[config.mk]
export PLATFORM = sky130hd
export DESIGN_NAME = qos_way_arbiter
export DESIGN_NICKNAME = d
export VERILOG_FILES = /design/src/rtl/qos_way_arbiter.sv
export SDC_FILE = /design/constraint.sdc
export NUM_CORES = 1
export LEC_CHECK = 0
export BUFFER_PORTS_ARGS = -buffer_cell sky130_fd_sc_hd__clkbuf_2
export CORE_MARGIN = 1
export CORE_UTILIZATION = 50
export DETAILED_ROUTE_END_ITERATION = 12
export PLACE_DENSITY_LB_ADDON = 0.05
export SYNTH_ARGS = -nofsm -noshare
export SYNTH_HDL_FRONTEND = slang
export SYNTH_SLANG_ARGS = --single-unit
[constraint.sdc]
create_clock -name pclk -period 9.7 [get_ports pclk]
set_input_delay 2.425 -clock pclk [delete_from_list [all_inputs] [get_ports pclk]]
set_output_delay 2.425 -clock pclk [all_outputs]
set_load 0.02 [all_outputs]
[src/rtl/qos_way_arbiter.sv]
// qos_way_arbiter: grants one shared downstream port to one of SLV_NUM ways.
// Priority is round-robin from a rotating pointer (qos_en=0), or highest
// eligible QoS with round-robin tie-break (qos_en=1). Each grant is held
// until last or a requester abort, and is followed by one dead IDLE cycle.
// Optional starvation guard: define QOS_ARB_STARVE_GUARD_EN to add per-way
// age counters; a way that has waited AGE_LIMIT cycles outranks any QoS.
module qos_way_arbiter #(
  parameter int SLV_NUM   = 3,
  parameter int ID_WIDTH  = 2,
  parameter int QOS_WIDTH = 2,
  parameter int AGE_LIMIT = 15
) (
  input  logic                           pclk,
  input  logic                           rst_b,
  input  logic [SLV_NUM-1:0]             way_en,
  input  logic                           qos_en,
  input  logic [SLV_NUM-1:0]             req,
  input  logic [SLV_NUM*QOS_WIDTH-1:0]   qos,
  input  logic                           last,
  output logic [SLV_NUM-1:0]             gnt,
  output logic [ID_WIDTH-1:0]            gnt_id,
  output logic                           gnt_vld,
  output logic                           busy
);

  // One extra priority bit so an aged way can sit above every QoS value.
  localparam int PW = QOS_WIDTH + 1;

  typedef enum logic {IDLE, GRANT} state_e;

  state_e                state_q;
  logic [SLV_NUM-1:0]    gnt_q;
  logic [ID_WIDTH-1:0]   gnt_id_q;
  logic [ID_WIDTH-1:0]   ptr_q;
  logic                  vld_q;

  logic [SLV_NUM-1:0]    elig;
  logic [PW-1:0]         pri [SLV_NUM];
  logic                  win_found;
  logic [ID_WIDTH-1:0]   win_id;
  logic                  rel;
  logic [ID_WIDTH-1:0]   ptr_nxt;

`ifdef QOS_ARB_STARVE_GUARD_EN
  localparam int AGE_W = $clog2(AGE_LIMIT + 1);
  logic [AGE_W-1:0]      age_q [SLV_NUM];
`endif

  assign elig = req & way_en;

  // Effective priority per way: QoS (or flat 0 in round-robin mode), aged ways on top.
  always_comb begin
    for (int i = 0; i < SLV_NUM; i++) begin
      pri[i] = '0;
      if (qos_en) pri[i] = {1'b0, qos[i*QOS_WIDTH +: QOS_WIDTH]};
`ifdef QOS_ARB_STARVE_GUARD_EN
      if (age_q[i] == AGE_W'(AGE_LIMIT)) pri[i] = PW'(1) << QOS_WIDTH;
`endif
    end
  end

  // Walk ways in round-robin order from ptr; strictly-greater keeps the
  // earliest way in that order among equal top priorities.
  always_comb begin
    logic [PW-1:0]       best;
    logic [ID_WIDTH-1:0] sel;
    int                  idx;
    win_found = 1'b0;
    win_id    = '0;
    best      = '0;
    sel       = '0;
    idx       = 0;
    for (int k = 0; k < SLV_NUM; k++) begin
      idx = int'(ptr_q) + k;
      if (idx >= SLV_NUM) idx = idx - SLV_NUM;
      sel = ID_WIDTH'(idx);
      if (elig[sel] && (!win_found || pri[sel] > best)) begin
        win_found = 1'b1;
        win_id    = sel;
        best      = pri[sel];
      end
    end
  end

  // Release on final beat or when the granted requester withdraws.
  assign rel     = last || !req[gnt_id_q];
  assign ptr_nxt = (gnt_id_q == ID_WIDTH'(SLV_NUM - 1)) ? '0 : gnt_id_q + 1'b1;

  // Grant FSM with registered outputs; pointer moves only on release.
  always_ff @(posedge pclk or negedge rst_b) begin
    if (!rst_b) begin
      state_q  <= IDLE;
      gnt_q    <= '0;
      gnt_id_q <= '0;
      vld_q    <= 1'b0;
      ptr_q    <= '0;
    end else begin
      case (state_q)
        IDLE: begin
          if (win_found) begin
            state_q  <= GRANT;
            gnt_q    <= SLV_NUM'(1) << win_id;
            gnt_id_q <= win_id;
            vld_q    <= 1'b1;
          end
        end
        GRANT: begin
          if (rel) begin
            state_q  <= IDLE;
            gnt_q    <= '0;
            gnt_id_q <= '0;
            vld_q    <= 1'b0;
            ptr_q    <= ptr_nxt;
          end
        end
        default: state_q <= IDLE;
      endcase
    end
  end

`ifdef QOS_ARB_STARVE_GUARD_EN
  // Age each waiting way; clear on grant or loss of eligibility, saturate at the limit.
  always_ff @(posedge pclk or negedge rst_b) begin
    if (!rst_b) begin
      for (int i = 0; i < SLV_NUM; i++) age_q[i] <= '0;
    end else begin
      for (int i = 0; i < SLV_NUM; i++) begin
        if (!elig[i] || gnt_q[i] ||
            (state_q == IDLE && win_found && win_id == ID_WIDTH'(i)))
          age_q[i] <= '0;
        else if (age_q[i] != AGE_W'(AGE_LIMIT))
          age_q[i] <= age_q[i] + 1'b1;
      end
    end
  end
`endif

  assign gnt     = gnt_q;
  assign gnt_id  = gnt_id_q;
  assign gnt_vld = vld_q;
  assign busy    = (state_q == GRANT);

endmodule

==> out/qor.txt, run 1 <==
cells after synthesis - 115
status - completed
DR top layer - met4
Seq cells post-synth - 9
Worst Setup Slack, final - 3.98 ns
final setup fails - 0
n_diodes - 0
total clock sinks - 9
Final Slew Violations - 0
CTS hold repair buffers - 0
TritonCTS clock tree - yes
# rows - 15
R2R setup slack - 5.47 ns
Worst Setup SP - req[0]
sw frac - 48.6%
reg-to-reg critical path endpoint - gnt[0]
ys async rst share - 100%
Remaining DRCs - 0
EDFF count, synth - 0
Psw - 0.138 mW
initial antenna violation count - 0
RSZ-0062 raised after global routing - no
setup bufs post-CTS - 0
Clk pwr share - 9.8%
largest net degree at the start of global routing - 21
DIE AREA - 0.00203 mm²
crit-path max FO - 6
Worst-path clk slew - 0.06 ns
worst hold path type - reg -> reg
core area - 0.00173 mm²
DR iter-0 viols - 19
# nets final - 158
htree depth - 1
clk_lat worst skew - 0.25 ns
I/O pin total - 23
Root Driver - clkbuf_4
# resized after CTS - 0
drt wl/cell - 13.3 µm
setup TNS - 0 ns
Worst Path Required - 9.88 ns
synth warn - 0
worst IR drop on VDD - 205 µV
Net Count, Synth - 137
f_max - 175 MHz
reg2reg start - ptr_q[1]
Seq/Total Area, Yosys - 24.3%
chip width - 45.1 µm
worst slack at placement - 3.79 ns
Synth top area share - 24.3%
Combinational Power Share - 66.6%
vias in the first global route - 860
MaxCap Viol Count - 0
CP Launch Type - input pin
R2R depth - 18
Flop pwr share - 23.6%
routed wire length - 2.13 mm
cell taking the most area after synthesis - dfrtp_1
Worst setup EP type - register
Worst EP arrival - 5.90 ns
pwr/cell area - 265 mW/mm²
commonest non-fill, non-tap cell in the layout - clkbuf_2
ratio of final minimum period to clock period - 58.9%
dpl hpwl - 1.66 mm
transition time of the tightest slew-check pin - 0.610 ns
Syn Std Cell Area - 928 µm²
Slew HR - 58.7%
CP endpoint - gnt[0]
Area Growth Syn to Fin - 15.2%
Routed Antenna Nets - 0
Setup Skew - 0.00203 ns
Routability Congestion - 0.778
total gr overflow - 0
largest cells by area after synthesis - dfrtp_1 (24%), ha_1 (8.1%), o21ai_0 (7.5%)
first-pass GRT wire length - 3.57 mm
clock buffer depth - 2
die extent in y - 45.1 µm
top_reg_cell synth - dfrtp_1
clock buffer count from CTS - 3
Pleak - 0.471 nW
kind of critical path - in -> reg
most frequent cells in the layout - clkbuf_2 (22), nand2_1 (14), o21ai_0 (14)
metal3 WL - 67 µm
vias - 936
# port buffers - 22
Cell Int Power - 0.146 mW
Detailed Routing Iterations Pass 1 - 4
Tmin final - 5.72 ns
post-synth cell types - 38
Total GRT Usage - 23.9%
Initial Util - 53.8%
syn avg cell area - 8.07 µm²
share of layout cells above drive strength 1 - 20.7%
metal2 WL - 1.07 mm
Hold Fails Final Rpt - 0
Filler cells - 176
number of vias per cell - 5.85
routed length on met1 - 977 µm
[worst min-delay path by stage]
stage | startpoint | cells after the start | endpoint
global placement | gnt_vld | 2 | gnt_vld
finish | gnt_vld | 2 | gnt_vld
global route | gnt_vld | 2 | gnt_vld
floorplan | ptr_q[1] | 2 | ptr_q[1]
detailed placement | gnt_vld | 2 | gnt_vld
CTS | gnt_vld | 2 | gnt_vld
[cell families (layout without fill, tap and decap cells)]
group / count (synthesis) / after routing / synth area share (%)
fa+ha+maj: 6 / 6 / 8.09
buf+inv: 9 / 29 / 4.04
compound gates: 40 / 40 / 29.2
flops: 9 / 9 / 24.3
mux: 5 / 5 / 5.39
simple gates: 46 / 46 / 29.0
[sequential cells by signal (all words and copies together), names as in the netlist]
signal,flops
ptr_q,2
gnt_id,2
gnt_vld,1
gnt,3
busy,1
[cells in the mapped netlist (2+ instances only)]
cell / instances
ha_1: 6
nand2_1: 14
nand4b_1: 2
o21a_1: 3
and2_1: 3
dfrtp_1: 9
nand3_1: 7
nor2_1: 2
a2bb2oi_1: 2
inv_1: 3
o2bb2ai_1: 5
mux2i_1: 5
a21oi_1: 4
clkbuf_1: 5
o21ai_0: 14
o21ai_2: 2
nand2b_1: 2
nor2b_1: 6
and4b_1: 2
[per-stage QoR]
stage | area (µm²) | utilization [%] | power, mW | hold slack [ns] | instances
after CTS | 1070 | 62.0 | 0.285 | 0.494 | 160
after floorplan | 928 | - | 0.213 | 0.475 | 115
final | 1070 | 62.0 | 0.283 | 0.483 | 160
after global routing | 1070 | 62.0 | 0.311 | 0.505 | 160
after detailed placement | 1040 | 60.4 | 0.256 | 0.480 | 156
after global placement | 1040 | 60.4 | 0.251 | 0.460 | 156
[power by group through the flow]
stage	clock network (mW)	registers, mW	logic, mW
floorplan	0	0.0810	0.132
global placement	0	0.0672	0.184
detailed placement	0	0.0677	0.188
CTS	0.0287	0.0672	0.190
global route	0.0300	0.0696	0.211
finish	0.0277	0.0668	0.189
[per-layer routing]
| metal | vias up | track usage [%] |
|---|---|---|
| met2 | 24 | 43.8 |
| met1 | 436 | 28.6 |
| met3 | 2 | 2.80 |
| met5 | - | 0 |
| met4 | 0 | 7.88 |
| li1 | 474 | - |
[final cells by class]
class / instances / area, µm² / share of cell area (%)
Inverter: 3 / 11.3 / 1.05
Multi-Input combinational cell: 97 / 666 / 62.2
Sequential cell: 9 / 225 / 21.1
Clock buffer: 4 / 26.3 / 2.46
Timing Repair Buffer: 22 / 110 / 10.3
Tap cell: 25 / 31.3 / 2.92
[critical path, cell delays in order]
cell and delay [ns]:
clkbuf_2 0.10, nand2_1 0.16, o311ai_1 0.57, nand3_1 0.17
ha_1 0.32, nor2b_1 0.13, a2bb2oi_1 0.35, o21ai_0 0.18
nor2_1 0.13, a41oi_1 0.05, ha_1 0.32, nor2b_1 0.13
o21ai_0 0.18, o21ai_2 0.08, and2_1 0.20, o31a_1 0.32
o21ai_2 0.10
Note: power is estimated with default switching activity, not from simulation.
==> run 2: changes to the inputs <==
- clock period: 9.7 -> 5.8 ns (I/O delays scaled with it)
==> run 2 against run 1 <==
- via count rose by 2.6%
- register-to-register slack got worse by 3.9 ns
- first-iteration DRC count shrank 11%
- non-clock buffer count is the same
- core utilization did not move
- sequential share of layout area unchanged
- critical path type unchanged
- highest routed layer unchanged
- worst setup slack worse by 2.8 ns
- die area unchanged
==> out/qor.txt, run 2 (synthesis results as in run 1) <==
DIE AREA - 0.00203 mm²
Pleak - 0.471 nW
die extent in y - 45.1 µm
kind of critical path - in -> reg
htree depth - 1
setup bufs post-CTS - 0
initial antenna violation count - 0
ratio of final minimum period to clock period - 80.3%
Root Driver - clkbuf_4
dpl hpwl - 1.64 mm
f_max - 215 MHz
Critical Path Max Stage Delay - 0.54 ns
RSZ-0062 raised after global routing - no
routed wire length - 2.11 mm
DR iter-0 viols - 17
commonest non-fill, non-tap cell in the layout - clkbuf_2
clk_lat worst skew - 0.26 ns
Worst setup EP type - register
largest net degree at the start of global routing - 21
fin area - 0.00107 mm²
Cell Chain, Critical Path - clkbuf_2, nand2_1, o311ai_1, nand3_1, ha_1, nor2b_1, a2bb2oi_1, nand2_1, a41oi_1, ha_1, nor2b_1, o21ai_0, o21ai_2, and2_1, o31a_1, o21ai_2
drt wl/cell - 13.2 µm
number of vias per cell - 6.00
crit-path max FO - 6
clock buffer count from CTS - 3
transition time of the tightest slew-check pin - 0.620 ns
# resized after CTS - 0
Remaining DRCs - 0
Area Growth Syn to Fin - 15.2%
vias - 960
worst hold path type - reg -> reg
family with the most delay on the worst path - compound AO/OA/AOI/OAI gates
worst IR drop on VDD - 281 µV
vias in the first global route - 796
Detailed Routing Iterations Pass 1 - 4
TritonCTS clock tree - yes
most frequent cells in the layout - clkbuf_2 (22), nand2_1 (14), o21ai_0 (14)
Final Slew Violations - 0
# nets final - 158
Worst Path Required - 5.99 ns
MaxCap Viol Count - 0
# rows - 15
n_diodes - 0
first-pass GRT wire length - 3.45 mm
Tmin final - 4.66 ns
Filler cells - 180
clock buffer depth - 2
CTS hold repair buffers - 0
share of layout cells above drive strength 1 - 20.7%
CP Launch Type - input pin
pwr/cell area - 442 mW/mm²
Worst-path clk slew - 0.06 ns
# port buffers - 22
final setup fails - 0
Largest register FFs - 3
Hold Fails Final Rpt - 0
core area - 0.00173 mm²
Worst EP arrival - 4.85 ns
Setup Skew - 0.00846 ns
CP max-delay cell - o311ai_1
Slew HR - 58.7%
status - completed
I/O pin total - 23
Total GRT Usage - 23.8%
chip width - 45.1 µm
setup TNS - 0 ns
Routed Antenna Nets - 0
Placed Area - 0.00104 mm²
total clock sinks - 9
Initial Util - 53.8%
Worst Path Buf+Inv - 1
Routability Congestion - 0.871
total gr overflow - 0
run 2: cell type report:
type	instances	area [µm²]	share of cell area [%]
multi-input combinational	97	666	62.2
sequential	9	225	21.1
timing repair buffer	22	110	10.3
tap	25	31.3	2.92
clock buffer	4	26.3	2.46
inverter	3	11.3	1.05
run 2: power breakdown:
group / total (mW) / switching (mW) / internal [mW]
logic: 0.313 / 0.185 / 0.128
registers: 0.112 / 0.0233 / 0.0891
clock network: 0.0481 / 0.0216 / 0.0265
total: 0.473 / 0.230 / 0.244
run 2: path summary, 6_finish.rpt:
check | depth (start not counted) | start | slack, ns | endpoint
max in group asynchronous | 1 | rst_b | 4.58 | ptr_q[1]
worst min-delay path | 2 | gnt_vld | 0.48 | gnt_vld
worst max register to register | 17 | ptr_q[1] | 1.59 | gnt[0]
worst max-delay path | 16 | req[0] | 1.14 | gnt[0]
min in group asynchronous | 1 | rst_b | 1.03 | gnt[1]
worst min register to register | 2 | gnt_vld | 0.48 | gnt_vld
run 2: metrics by stage:
stage	hold slack (ns)	utilization, %	power [mW]	setup slack [ns]	std cells
floorplan	0.475	-	0.356	1.42	115
global placement	0.460	60.4	0.419	0.944	156
detailed placement	0.463	60.4	0.426	0.916	156
CTS	0.483	62.0	0.476	1.18	160
global route	0.511	62.0	0.520	0.759	160
finish	0.481	62.0	0.473	1.14	160
run 2: worst reg2reg max path, delay by kind of cell, from the launching register on:
family | cells | cell delay [ns]
AO/OA/AOI/OAI | 7 | 1.51
adder cells (fa/ha/maj) | 3 | 1.13
buffers and inverters | 1 | 0.07
flip-flops | 1 | 0.40
AND/OR/NAND/NOR | 6 | 1.06
run 2: metal layers:
layer  routed length [µm]  GRT usage (%)
met4                   48           12.7
met3                   77           2.80
met2                  966           38.0
met5                    0              0
met1                 1020           31.6
